===== src/rtl/contador_pkg.sv =====
// Shared definitions for the contador counter and its command controller:
// counter mode encodings, controller states and default sizing.
package contador_pkg;

   localparam logic [1:0] MODE_0    = 2'b00;
   localparam logic [1:0] MODE_1    = 2'b01;
   localparam logic [1:0] MODE_2    = 2'b10;
   localparam logic [1:0] MODE_LOAD = 2'b11;

   localparam int DEF_WRAP_W   = 8;
   localparam int DEF_LOAD_TMO = 4;

   typedef enum logic [2:0] {
      IDLE      = 3'd0,
      LOAD      = 3'd1,
      LOAD_WAIT = 3'd2,
      RUN       = 3'd3,
      DONE      = 3'd4
   } ctrl_state_t;

endpackage


===== src/rtl/contador_wrapcnt.sv =====
// Saturating event counter with synchronous clear, plus a flag telling the
// caller that the increment about to happen lands exactly on the target.
module contador_wrapcnt #(
   parameter int WRAP_W = 8
) (
   input  logic              clk,
   input  logic              reset,
   input  logic              clr,
   input  logic              inc,
   input  logic [WRAP_W-1:0] target,
   output logic [WRAP_W-1:0] count,
   output logic [WRAP_W-1:0] count_next,
   output logic              hit
);

   logic [WRAP_W-1:0] sat_inc;

   // Holding at all-ones keeps a runaway rco stream from looking like a fresh start.
   assign sat_inc = (&count) ? count : count + 1'b1;
   assign hit     = inc && (sat_inc == target);

   always_comb begin
      count_next = count;
      if (clr) begin
         count_next = '0;
      end else if (inc) begin
         count_next = sat_inc;
      end
   end

   always_ff @(posedge clk or negedge reset) begin
      if (!reset) begin
         count <= '0;
      end else begin
         count <= count_next;
      end
   end

endmodule


===== src/rtl/contador_ctrl.sv =====
// Command controller for the 4-bit contador: seeds it through load mode,
// waits for the load handshake, runs it and counts rco events to a target.
module contador_ctrl
   import contador_pkg::*;
#(
   parameter int WRAP_W   = DEF_WRAP_W,
   parameter int LOAD_TMO = DEF_LOAD_TMO
) (
   input  logic              clk,
   input  logic              reset,
   input  logic              cmd_valid,
   output logic              cmd_ready,
   input  logic [1:0]        cmd_mode,
   input  logic [3:0]        cmd_seed,
   input  logic [WRAP_W-1:0] cmd_wraps,
   input  logic              abort,
   output logic              ctr_enable,
   output logic [1:0]        ctr_mode,
   output logic [3:0]        ctr_D,
   input  logic              ctr_load,
   input  logic              ctr_rco,
   input  logic [3:0]        ctr_Q,
   output logic              busy,
   output logic              done,
   output logic              err_cmd,
   output logic              err_tmo,
   output logic [WRAP_W-1:0] wrap_count,
   output logic [WRAP_W+3:0] snapshot
);

   localparam int TMO_W = $clog2(LOAD_TMO + 1);

   ctrl_state_t       state_reg, state_next;
   logic [TMO_W-1:0]  tmo_reg, tmo_next, tmo_inc;
   logic [1:0]        mode_reg;
   logic [WRAP_W-1:0] wraps_reg;
   logic [WRAP_W-1:0] wc_next;
   logic              wc_clr, wc_inc, wc_hit;
   logic              accept;
   logic              err_cmd_next, err_tmo_next;

   assign accept  = (state_reg == IDLE) && cmd_valid && (cmd_mode != MODE_LOAD);
   assign tmo_inc = tmo_reg + 1'b1;

   contador_wrapcnt #(.WRAP_W(WRAP_W)) u_wrapcnt (
      .clk        (clk),
      .reset      (reset),
      .clr        (wc_clr),
      .inc        (wc_inc),
      .target     (wraps_reg),
      .count      (wrap_count),
      .count_next (wc_next),
      .hit        (wc_hit)
   );

   always_comb begin
      state_next   = state_reg;
      tmo_next     = tmo_reg;
      wc_clr       = 1'b0;
      wc_inc       = 1'b0;
      err_cmd_next = 1'b0;
      err_tmo_next = 1'b0;
      case (state_reg)
         IDLE: begin
            if (accept) begin
               state_next = LOAD;
               wc_clr     = 1'b1;
            end else if (cmd_valid) begin
               err_cmd_next = 1'b1;
            end
         end
         LOAD: begin
            state_next = LOAD_WAIT;
            tmo_next   = '0;
         end
         LOAD_WAIT: begin
            tmo_next = tmo_inc;
            // A load seen on the last allowed cycle still wins over the timeout.
            if (ctr_load) begin
               state_next = (wraps_reg == '0) ? DONE : RUN;
            end else if (tmo_inc == TMO_W'(LOAD_TMO)) begin
               state_next   = IDLE;
               err_tmo_next = 1'b1;
            end
         end
         RUN: begin
            wc_inc = ctr_rco;
            if (abort || wc_hit) begin
               state_next = DONE;
            end
         end
         DONE: begin
            state_next = IDLE;
         end
         default: begin
            state_next = IDLE;
         end
      endcase
   end

   // Every output is registered from the upcoming state so it lines up with that state.
   always_ff @(posedge clk or negedge reset) begin
      if (!reset) begin
         state_reg  <= IDLE;
         tmo_reg    <= '0;
         mode_reg   <= MODE_0;
         wraps_reg  <= '0;
         cmd_ready  <= 1'b1;
         busy       <= 1'b0;
         ctr_enable <= 1'b0;
         ctr_mode   <= MODE_0;
         ctr_D      <= '0;
         done       <= 1'b0;
         err_cmd    <= 1'b0;
         err_tmo    <= 1'b0;
         snapshot   <= '0;
      end else begin
         state_reg  <= state_next;
         tmo_reg    <= tmo_next;
         cmd_ready  <= (state_next == IDLE);
         busy       <= (state_next != IDLE);
         ctr_enable <= (state_next == RUN);
         done       <= (state_next == DONE);
         err_cmd    <= err_cmd_next;
         err_tmo    <= err_tmo_next;
         if (accept) begin
            mode_reg  <= cmd_mode;
            wraps_reg <= cmd_wraps;
            ctr_mode  <= MODE_LOAD;
            ctr_D     <= cmd_seed;
         end else if ((state_next == LOAD_WAIT) || (state_next == RUN)) begin
            ctr_mode <= mode_reg;
         end
         if (state_next == DONE) begin
            snapshot <= {wc_next, ctr_Q};
         end
      end
   end

endmodule


===== config.mk =====
export PLATFORM = sky130hd
export DESIGN_NAME = contador_ctrl
export DESIGN_NICKNAME = d
export VERILOG_FILES = /design/src/rtl/contador_pkg.sv /design/src/rtl/contador_wrapcnt.sv /design/src/rtl/contador_ctrl.sv
export SDC_FILE = /design/constraint.sdc
export NUM_CORES = 1
export LEC_CHECK = 0
export CAP_MARGIN = 20
export CORE_MARGIN = 2
export CORE_UTILIZATION = 40
export CTS_CLUSTER_DIAMETER = 40
export DETAILED_ROUTE_END_ITERATION = 10
export PLACE_DENSITY = 0.8
export SLEW_MARGIN = 0
export SYNTH_ARGS = -nofsm -noshare
export SYNTH_HDL_FRONTEND = slang
export SYNTH_HIERARCHICAL = 1
export SYNTH_SLANG_ARGS = --single-unit

===== constraint.sdc =====
create_clock -name clk -period 2.6 [get_ports clk]
set_input_delay 0.26 -clock clk [delete_from_list [all_inputs] [get_ports clk]]
set_output_delay 0.26 -clock clk [all_outputs]
set_load 0.005 [all_outputs]

==> After elaboration in Yosys (flattened, before gate mapping) <==
Index checks and enable logic that the tools add are counted.
{ "word_totals": {"mem_bits_rw": 0, "output_inout_bits": 32, "latch_bits": 0, "ff_bits": 48, "mem_bits_ro": 0, "inputBits": 24, "memories": 0, "elab_cells": 58} }
{ "op_classes": {"div_mod_pow": 0, "shift": 0, "reduce_logical": 12, "multipliers": 0, "n_mux": 21, "magnitude_cmp": 0, "n_bitwise": 0, "n_addsub": 2, "eq_ne": 9} }
{ "op_table": {"columns": ["operator", "n"], "rows": [
  ["two-way mux 8 bit", 3],
  ["two-way mux 3 bit", 5],
  ["equality test 3 x 2 -> 1 bit, second input constant", 4],
  ["one-hot mux 3 bit (4 select lines)", 1],
  ["two-way mux 1 bit", 9],
  ["adder 8 x 1 -> 8 bit, second input constant", 1],
  ["equality test 8 bit", 1],
  ["zero test 8 bit", 1],
  ["AND reduction 8 bit", 1],
  ["equality test 3 bit, second input constant", 2],
  ["zero test 3 bit", 2],
  ["one-hot mux 3 bit (2 select lines)", 1],
  ["two-way mux 2 bit", 2],
  ["nonzero test 2 bit", 2],
  ["adder 3 x 1 -> 3 bit, second input constant", 1],
  ["equality test 3 x 1 -> 1 bit, second input constant", 1],
  ["logical AND 1 bit", 3],
  ["nonzero test 3 bit", 1],
  ["logical OR 1 bit", 2],
  ["inequality test 2 bit, second input constant", 1]
]} }

==> Depth between registers and ports, before layout <==
{ "depth": {"word_depth": 11, "ltp_mapped": 11, "ltp_nobuf": 9} }

==> Hierarchy <==
Netlist, hierarchy kept.
{ "by_module_without_submodules": {"columns": ["module", "instances", "seq_area_each_um2", "area_each_um2", "cells_each"], "rows": [
  ["contador_ctrl", 1, 1002.2, 1775.5, 127],
  ["contador_wrapcnt", 1, 200.2, 767.0, 91]
]} }

==> Least setup slack after synthesis <==
Ideal clock, no wire load.
{ "synth_path": {"path_kind": "flip-flop to flip-flop", "startpoint": "register u_wrapcnt.count[0]", "endpoint": "register snapshot[0]", "required_ns": 2.475, "synth_period_minus_slack_ns": 2.791, "n_path_buf": 2, "arrival_time_ns": 2.666, "setup_time_ns": 0.125, "path_stages_with_launch": 12, "path_slack_ns": -0.191, "path_cell_list": "dfrtp_1 ha_1 inv_2 or3_1 buf_6 a311oi_2 o22ai_1 nor3_2 o21ai_0 a21oi_2 buf_6 mux2_4"} }
{ "synth_via": {"elab_chain_len": 8, "elab_cells_between_ends": 9, "cone_classes": "add/sub (1); eq/ne (2); mux (3); reduce/logical (3)"} }
{ "synth_lines": {"columns": ["item", "line_no", "text"], "rows": [
  ["start: declaration", "contador_wrapcnt.sv:11", "output logic [WRAP_W-1:0] count,"],
  ["start signal: assignment", "contador_wrapcnt.sv:35", "count <= count_next;"],
  ["adder 8 x 1 -> 8 bit or AND reduction 8 bit (tied branches)", "contador_wrapcnt.sv:19", "assign sat_inc = (&count) ? count : count + 1'b1;"],
  ["two-way mux 8 bit *", "contador_wrapcnt.sv:19", null],
  ["equality test 8 bit *", "contador_wrapcnt.sv:20", "assign hit = inc && (sat_inc == target);"],
  ["logical AND 1 bit *", "contador_wrapcnt.sv:20", null],
  ["named net wc_hit", "contador_ctrl.sv:38", "logic wc_clr, wc_inc, wc_hit;"],
  ["logical OR 1 bit *", "contador_ctrl.sv:88", "if (abort || wc_hit) begin"],
  ["two-way mux 3 bit *", "contador_ctrl.sv:88", null],
  ["one-hot mux 3 bit (4 select lines) *", "contador_ctrl.sv:63", "case (state_reg)"],
  ["named net state_next[2]", "contador_ctrl.sv:33", "ctrl_state_t state_reg, state_next;"],
  ["equality test 3 bit *", "contador_ctrl.sv:134", "if (state_next == DONE) begin"],
  ["end signal: assignment", "contador_ctrl.sv:135", "snapshot <= {wc_next, ctr_Q};"],
  ["end: declaration", "contador_ctrl.sv:28", "output logic [WRAP_W+3:0] snapshot"]
]} }
Mark *: on every way through the listed nets, which the timed path passes. The rest lies on a longest branch.
A chain may end at the register's enable or synchronous reset.

==> Final worst setup path <==
{ "layout_path": {"startpoint": "register u_wrapcnt.count[0]", "endpoint": "register busy"} }
{ "layout_via": {"elab_chain_len": 8, "elab_cells_between_ends": 9, "cone_classes": "add/sub (1); eq/ne (1); mux (3); reduce/logical (4)"} }
{ "layout_lines": {"columns": ["item", "line_no", "text"], "rows": [
  ["adder 8 x 1 -> 8 bit or AND reduction 8 bit (tied branches)", "contador_wrapcnt.sv:19", null],
  ["two-way mux 8 bit *", "contador_wrapcnt.sv:19", null],
  ["equality test 8 bit *", "contador_wrapcnt.sv:20", null],
  ["logical AND 1 bit *", "contador_wrapcnt.sv:20", null],
  ["named net wc_hit", "contador_ctrl.sv:38", null],
  ["logical OR 1 bit *", "contador_ctrl.sv:88", null],
  ["two-way mux 3 bit *", "contador_ctrl.sv:88", null],
  ["one-hot mux 3 bit (4 select lines) *", "contador_ctrl.sv:63", null],
  ["nonzero test 3 bit *", "contador_ctrl.sv:121", "busy <= (state_next != IDLE);"],
  ["end signal: assignment", "contador_ctrl.sv:121", null],
  ["end: declaration", "contador_ctrl.sv:23", "output logic busy,"]
]} }
Marked as above.

==> impl_results.md <==
- GRT Util Overall: 16.46%
- Ys flop type: dfrtp_1
- Commonest cells after routing, fill and taps aside: clkdlybuf4s50_1 (54), dfrtp_1 (44), buf_4 (23)
- Fill cells: 544
- Wire per inst: 15.77 um
- Fin crit share: 100.7%
- Htree depth: 2
- First-pass DRT Iterations: 4
- Fin. Hold Viols: 0
- Placer Congestion: 0.9285
- Register area share after synthesis: 47.29%
- Status: complete, but fails checks
- Most common cell after layout, fill and taps aside: clkdlybuf4s50_1
- Final ANT Viol Nets: 0
- Starting Density: 40.74%
- Row count: 29
- Syn nets: 245
- Ant. Diodes: 0
- CP Cell Sequence: ha_4 -> dlymetal6s2s_1 -> nand2b_1 -> a21boi_0 -> o211a_1 -> o22ai_1 -> nor3_2 -> o21ai_2 -> a21oi_4 -> clkbuf_16 -> buf_4 -> or3b_1
- Max reg flops: 12
- Pwr Total: 0.003126 W
- Mapped Cells: 218
- Slew margin rel.: 61.11%
- Cts bufs inserted: 5
- Clk buf depth: 2
- Die Area: 7010 um2
- Worst r2r src: u_wrapcnt/count[0]$_DFF_PN0_
- Power per Cell Area: 895.2 nW/um2
- Syn-to-layout area delta: 37.35%
- Final #Nets: 323
- Leakage: 1.529 nW
- Min cycle time layout: 2.619 ns
- Setup-failing EPs final: 1
- CORE AREA: 6241 um2
- CP arrival: 2.80 ns
- DRT Wirelength: 5.898 mm
- Maxcap violations: 0
- Setup_tns: -0.01855 ns
- R2R setup slack: -0.02 ns
- Clk_lat worst skew: 0.30 ns
- Hold WC Path Type: primary input to asynchronous set/reset pin
- Via-per-instance ratio: 5.281
- Ratio of cells with drive above 1 in the final layout: 28.96%
- First-pass GRT wire length: 9.432 mm
- Synth async-reset ratio: 100.0%
- Failing checks: negative setup slack
- Number of global-route vias before repair: 1930
- Synthesized area: 2542 um2
- Post-synth EDFFs: 0
- Final Max Slew Viols: 0
- Clock sinks: 48
- Synth unique cells: 59
- CTS tree: built
- Top-level I/O count: 56
- DR iter-0 viols: 102
- Crit-path max cell delay: 0.43 ns
- Worst path required time: 2.78 ns
- RSZ-0062 raised after global routing: true
- Largest net degree at the start of global routing: 24
- Post-DP HPWL: 4.115 mm
- Worst vdd ir: 0.5240 mV
- Critical Setup Path Class: register to register
- Crit path launch type: register
- DR DRC count: 0
- Fin Clk Skew: 0.006624 ns
- CP endpoint kind: register
- Critical path fanouts, max: 6
- Die W: 83.73 um
- Setup ws final: -0.01855 ns
- Syn Area/Cell: 11.66 um2
- Root Driver: clkbuf_8
- Clk slew on worst S/H paths: 0.09 ns
- Synthesis-stage register bit count: 48
- Top achievable clock speed: 381.9 MHz
- Port Buffers: 55
- Actual slew at the worst max-slew pin: 0.5822 ns
- DR vias: 1975
- Core Util, Final: 55.95%
- Initial antenna violation count: 0
- Cell depth of the worst flop-to-flop path: 12
- GRT overflow: 0
- Total number of yosys warnings: 6
- CP max-delay cell: dfrtp_2
- Chip Height: 83.73 um
- R2R Path End: busy$_DFF_PN0_
==> power breakdown <==
part           total [W]  switching [W]  internal (W)
sequential       0.00122       0.000212       0.00101
combinational    0.00148       0.000594      0.000883
clock           0.000428       0.000240      0.000188
total            0.00313        0.00105       0.00208
==> cell usage after synthesis (all sizes together), types with 3 or more instances <==
master   n  area share (%)
a21oi   10             2.1
and3     4             1.0
and4     4             1.5
buf      8             3.1
clkbuf   3            0.44
dfrtp   47              46
ha       3             1.5
inv      9             1.3
mux2    25              14
nand2    5            0.74
nand2b   7             2.3
nand3    8             2.0
nand3b   3            0.89
nand4    3            0.74
nor2    16             2.7
nor2b    4            0.98
nor3     7             1.6
o21ai   11             2.2
xnor2    5             1.7
xor2     5             1.7
==> worst max path at each step <==
stage | depth (start not counted) | startpoint | slack, ns | endpoint
floorplan | 11 | u_wrapcnt/count[0]$_DFF_PN0_ | 0.01 | snapshot[0]$_DFFE_PN0N_
global placement | 9 | ctr_rco | 0.06 | cmd_ready$_DFF_PN1_
detailed placement | 8 | ctr_rco | 0.02 | busy$_DFF_PN0_
CTS | 9 | u_wrapcnt/count[1]$_DFF_PN0_ | 0.02 | busy$_DFF_PN0_
global route | 10 | u_wrapcnt/count[0]$_DFF_PN0_ | -0.10 | cmd_ready$_DFF_PN1_
finish | 12 | u_wrapcnt/count[0]$_DFF_PN0_ | -0.02 | busy$_DFF_PN0_
==> cells by family after synthesis <==
| kind of cell | Yosys count | share of synthesized area, % |
|---|---|---|
| compound gates | 36 | 9.990 |
| xor+xnor | 10 | 3.445 |
| fa+ha+maj | 3 | 1.477 |
| buf+inv | 20 | 4.872 |
| flops | 48 | 47.29 |
| mux | 26 | 13.98 |
| simple gates | 75 | 18.95 |
==> what timing repair did <==
item                                   4_1_cts  5_1_grt
gates resized for setup                      0       14
pin swaps                                    1        6
setup buffers                                0        6
endpoints found under the hold margin        3        0
gates cloned                                 0        1
setup endpoints to repair                    1       16
hold buffers                                 1        0
==> worst max-delay path, delay by kind of cell (launching register included) <==
kind | cells | cell delay, ns
flip-flops | 1 | 0.43
AND/OR/NAND/NOR | 3 | 0.56
AO/OA/AOI/OAI | 5 | 0.82
buffers and inverters | 3 | 0.49
adder cells (fa/ha/maj) | 1 | 0.19
==> area by class of cell <==
class	instances	area, um2	area share (%)
Multi-Input combinational cell	150	1282	36.73
Clock inverter	2	12.51	0.3583
Sequential cell	48	1206	34.54
Tap cell	77	96.34	2.759
Inverter	9	36.28	1.039
Timing Repair Buffer	82	785.8	22.50
Clock buffer	6	72.57	2.078
==> metrics by stage <==
| step | worst slack (ns) | cell area, um2 | hold WS (ns) | instances |
|---|---|---|---|---|
| finish | -0.01855 | 3492 | 0.2998 | 374 |
| global route | -0.1036 | 3492 | 0.3119 | 374 |
| CTS | 0.01745 | 3359 | 0.2844 | 367 |
| detailed placement | 0.02314 | 3264 | 0.07579 | 358 |
| global placement | 0.05703 | 3264 | 0.07593 | 358 |
| floorplan | 0.009699 | 2557 | -0.03559 | 218 |
==> routing by layer <==
layer	part of all wire, %	GRT usage [%]	vias up
li1	-	-	944
met5	0	0	-
met1	47	23.72	967
met4	0.70	4.252	0
met2	48	25.53	60
met3	3.9	3.264	4
Power figures use the tool's default switching activity.
